## src/rtl/time_of_day_counter.sv

```systemverilog
// 24 h hours:minutes:seconds counter driven by rising edges of an asynchronous tick wave, with set mode for manual adjust.
// Latency: tick_in rise before edge k -> time/sec_tick update after edge k+2; no backpressure, every qualified edge is counted.
module time_of_day_counter #(
    parameter int SEC_MAX  = 59,
    parameter int MIN_MAX  = 59,
    parameter int HOUR_MAX = 23
) (
    input  logic       clk,
    input  logic       rst,
    input  logic       tick_in,
    input  logic       set_mode,
    input  logic       inc_min,
    input  logic       inc_hour,
    output logic [5:0] seconds,
    output logic [5:0] minutes,
    output logic [4:0] hours,
    output logic       sec_tick,
    output logic       day_wrap
);

    localparam logic [5:0] SEC_LAST  = 6'(SEC_MAX);
    localparam logic [5:0] MIN_LAST  = 6'(MIN_MAX);
    localparam logic [4:0] HOUR_LAST = 5'(HOUR_MAX);

    logic       sync1_q, sync2_q, prev_q;
    logic [1:0] fill_q;
    logic       armed_q, armed_d;
    logic [5:0] sec_q, sec_d;
    logic [5:0] min_q, min_d;
    logic [4:0] hour_q, hour_d;
    logic       sec_tick_q, sec_tick_d;
    logic       day_wrap_q, day_wrap_d;

    logic tick_pulse;
    logic sec_at_max, min_at_max, hour_at_max;

    assign tick_pulse  = armed_q & sync2_q & ~prev_q;
    assign sec_at_max  = (sec_q == SEC_LAST);
    assign min_at_max  = (min_q == MIN_LAST);
    assign hour_at_max = (hour_q == HOUR_LAST);

    // fill_q[1] marks sync2 as holding a genuine sample, so the reset value of
    // the chain can never arm the detector while tick_in is held high.
    assign armed_d = armed_q | (fill_q[1] & ~sync2_q);

    always_comb begin
        sec_d      = sec_q;
        min_d      = min_q;
        hour_d     = hour_q;
        sec_tick_d = 1'b0;
        day_wrap_d = 1'b0;
        if (set_mode) begin
            sec_d = '0;
            if (inc_min) begin
                min_d = min_at_max ? '0 : min_q + 6'd1;
            end
            if (inc_hour) begin
                hour_d = hour_at_max ? '0 : hour_q + 5'd1;
            end
        end else if (tick_pulse) begin
            sec_tick_d = 1'b1;
            if (!sec_at_max) begin
                sec_d = sec_q + 6'd1;
            end else begin
                sec_d = '0;
                if (!min_at_max) begin
                    min_d = min_q + 6'd1;
                end else begin
                    min_d = '0;
                    if (!hour_at_max) begin
                        hour_d = hour_q + 5'd1;
                    end else begin
                        hour_d     = '0;
                        day_wrap_d = 1'b1;
                    end
                end
            end
        end
    end

    always_ff @(posedge clk or negedge rst) begin
        if (!rst) begin
            sync1_q    <= 1'b0;
            sync2_q    <= 1'b0;
            prev_q     <= 1'b0;
            fill_q     <= 2'b00;
            armed_q    <= 1'b0;
            sec_q      <= '0;
            min_q      <= '0;
            hour_q     <= '0;
            sec_tick_q <= 1'b0;
            day_wrap_q <= 1'b0;
        end else begin
            sync1_q    <= tick_in;
            sync2_q    <= sync1_q;
            prev_q     <= sync2_q;
            fill_q     <= {fill_q[0], 1'b1};
            armed_q    <= armed_d;
            sec_q      <= sec_d;
            min_q      <= min_d;
            hour_q     <= hour_d;
            sec_tick_q <= sec_tick_d;
            day_wrap_q <= day_wrap_d;
        end
    end

    assign seconds  = sec_q;
    assign minutes  = min_q;
    assign hours    = hour_q;
    assign sec_tick = sec_tick_q;
    assign day_wrap = day_wrap_q;

endmodule
```

## config.mk

```make
export PLATFORM = sky130hd
export DESIGN_NAME = time_of_day_counter
export DESIGN_NICKNAME = d
export VERILOG_FILES = /design/src/rtl/time_of_day_counter.sv
export SDC_FILE = /design/constraint.sdc
export NUM_CORES = 1
export LEC_CHECK = 0
export CORE_MARGIN = 2
export CORE_UTILIZATION = 54
export DETAILED_ROUTE_END_ITERATION = 6
export PLACE_DENSITY_LB_ADDON = 0.05
export SYNTH_ARGS = -nofsm -noshare
export SYNTH_HDL_FRONTEND = slang
export SYNTH_SLANG_ARGS = --single-unit
```

## constraint.sdc

```tcl
create_clock -name clk -period 3.5 [get_ports clk]
set_input_delay 0.525 -clock clk [delete_from_list [all_inputs] [get_ports clk]]
set_output_delay 0.525 -clock clk [all_outputs]
set_load 0.01 [all_outputs]
```

==> flow_summary.ini <==
[grt]
grt_max_degree = 26
grt_overflow = 0
grt_pass1_vias = 861
grt_pass1_wl_mm = 3.90
grtUsageTotal_pct = 19.4
antenna_found_initial = 0

[floorplan]
die_h_um = 51.7
io_pins = 25
die_w_um = 51.7
die_area_mm2 = 0.00268
fp-row-count = 17
core_mm2 = 0.00219
start_util_pct = 56.1

[place]
portBuffers = 24
placed_area_mm2 = 0.00147
finalWeightedCongestion = 0.851
dp_hpwl_mm = 1.69

[synth]
async_flop_share_pct = 100
syn_inst = 110
yosysTopAreaCell = dfrtp_1
synth_cell_types = 40
synth_edf_count = 0
synth_ff_type = dfrtp_1
synth_top_area_share_pct = 50.9
seq_area_frac_synth_pct = 50.9
syn_area_mm2 = 0.00123
synth_common_cells = dfrtp_1 (25), nand2_1 (9), nand3_1 (8)
syn_avg_cell_area_um2 = 11.2
synth.area.top_cells = dfrtp_1 (51%), mux2_2 (3.7%), nand3_1 (3.3%)
yosysMostFrequentCell = dfrtp_1
synth_seq_cells = 25
yosys_warnings = 0
syn-num-nets = 119

[clocking]
post_cts_buffers = 0
ctsHtreeMaxLevel = 1
clock-sinks = 25
cts_buffers = 3
clk_pin_slew_ns = 0.14
clock_path_buffers = 2
cts_root_buf = clkbuf_4
clk_latency_ns = 0.31
cts_hold_buf = 0
cts_tree = done
cts_resized = 0

[detailed_routing]
vias = 903
drc_errors = 0
routed_wl_mm = 2.27
ant_nets = 0
firstDrtPassIters = 4
routedWlPerCell_um = 14.0
via_per_inst = 5.57
dr.first_iter.drc_count = 13

[hold_path]
hold_class = reg -> reg

[finish]
fin_util_pct = 68.5
drive_above_1_share_pct = 12.7
fin_area_mm2 = 0.00150
nNetsFinal = 144
n_fill_cell = 164
multiInputGateArea_um2 = 558
syn_to_final_growth_pct = 22.0
regArea_um2 = 626
n_antenna_cell = 0

[pwr]
peakVddDrop_v = 0.000386
power_w = 0.000864
leakagePower_nw = 0.675
pwr_density_cell_mw_per_mm2 = 576

[sta]
finalCriticalPeriod_ns = 2.13
totalNegativeSetupSlack_ns = 0
period_share_pct = 60.8
tightest_slew_ns = 1.08
hold_ws_ns = 0.367
fmax_ghz = 0.470
max-slew-margin-rel_pct = 27.9
finalMaxSlewViolations = 0
clock_skew_ns = 0.00470
rsz0062_at_grt = false
finalSetupViolCount = 0
finalHoldViolCount = 0

[run_status]
status = complete, no violations

[setup_path]
crit_start = set_mode
cp-start-kind = input pin
critPathArrivalTime_ns = 2.34
path_class = in -> reg
crit_end = minutes[2]
reg2reg_depth = 5
timing.rr.end = minutes[2]
critPathCaptureType = flop
r2r_start = seconds[0]
timing.reg2reg.setup_slack_ns = 1.59
worst-path-max-fanout = 11
worstPathRequired_ns = 3.71

[job]
max-cap-violations = 0
==> how the worst min path moves through the flow <==
stage / cells past startpoint / end / slack (ns) / startpoint
2_1_floorplan: 0 / armed_q / 0.23 / rst
3_3_place_gp: 0 / fill_q[1] / 0.33 / fill_q[0]
3_5_place_dp: 0 / sync2_q / 0.34 / sync1_q
4_1_cts: 0 / sync2_q / 0.37 / sync1_q
5_1_grt: 0 / fill_q[1] / 0.39 / fill_q[0]
6_report: 0 / sync2_q / 0.37 / sync1_q
==> layer usage <==
layer  up-vias  track usage [%]  wire length (um)
li1        449                -                 -
met5         -                0                 0
met3         2             4.31                78
met1       432             24.9              1020
met4         0             5.26                14
met2        20             33.1              1160
==> layout make-up <==
type                       instances  share of cell area [%]
sequential                        25                    41.7
multi-input combinational         78                    37.2
timing repair buffer              24                    16.0
tap                               28                    2.34
clock buffer                       3                    1.50
inverter                           3                   0.751
clock inverter                     1                   0.500
==> report_power, final <==
group	internal (W)	switching [W]	leakage [nW]
clock network	0.0000436	0.0000868	0.0139
logic	0.000178	0.000120	0.349
registers	0.000348	0.0000873	0.311
total	0.000570	0.000294	0.675
==> flip-flops by register name, indices dropped and copies added (netlist names) <==
| signal | count |
|---|---|
| seconds | 6 |
| sec_tick | 1 |
| armed_q | 1 |
| hours | 5 |
| sync2_q | 1 |
| fill_q | 2 |
| prev_q | 1 |
| sync1_q | 1 |
| minutes | 6 |
| day_wrap | 1 |
==> cells by family after synthesis <==
| logic type | Yosys count | share of synthesized area (%) |
|---|---|---|
| other | 1 | 0.305 |
| xor gates and xnor gates | 1 | 0.712 |
| muxes | 5 | 4.58 |
| and+or+nand+nor | 39 | 19.9 |
| buffers and inverters | 7 | 3.76 |
| DFF | 25 | 50.9 |
| adders and majority gates | 3 | 3.05 |
| AOI/OAI and AO/OA | 29 | 16.8 |
==> per-stage QoR <==
stage,setup slack (ns),instances
after floorplan,1.80,110
after global placement,1.09,158
after detailed placement,1.04,158
after CTS,1.39,162
after global routing,1.33,162
final,1.37,162
==> critical path, stage by stage <==
cell and delay (ns):
clkdlybuf4s50_1 0.67, and4bb_4 0.31, a32oi_2 0.44, nor2b_1 0.11, mux2_2 0.29
==> placed cells by master (no fill, tap or decap), drive strengths merged, types with 4 or more instances in the layout <==
| cell | n |
|---|---|
| a21o | 6 |
| a21oi | 4 |
| and3 | 4 |
| clkdlybuf4s50 | 24 |
| dfrtp | 25 |
| mux2 | 5 |
| nand2 | 9 |
| nand3 | 8 |
| o21ai | 7 |
(Power assumes the default switching activity.)
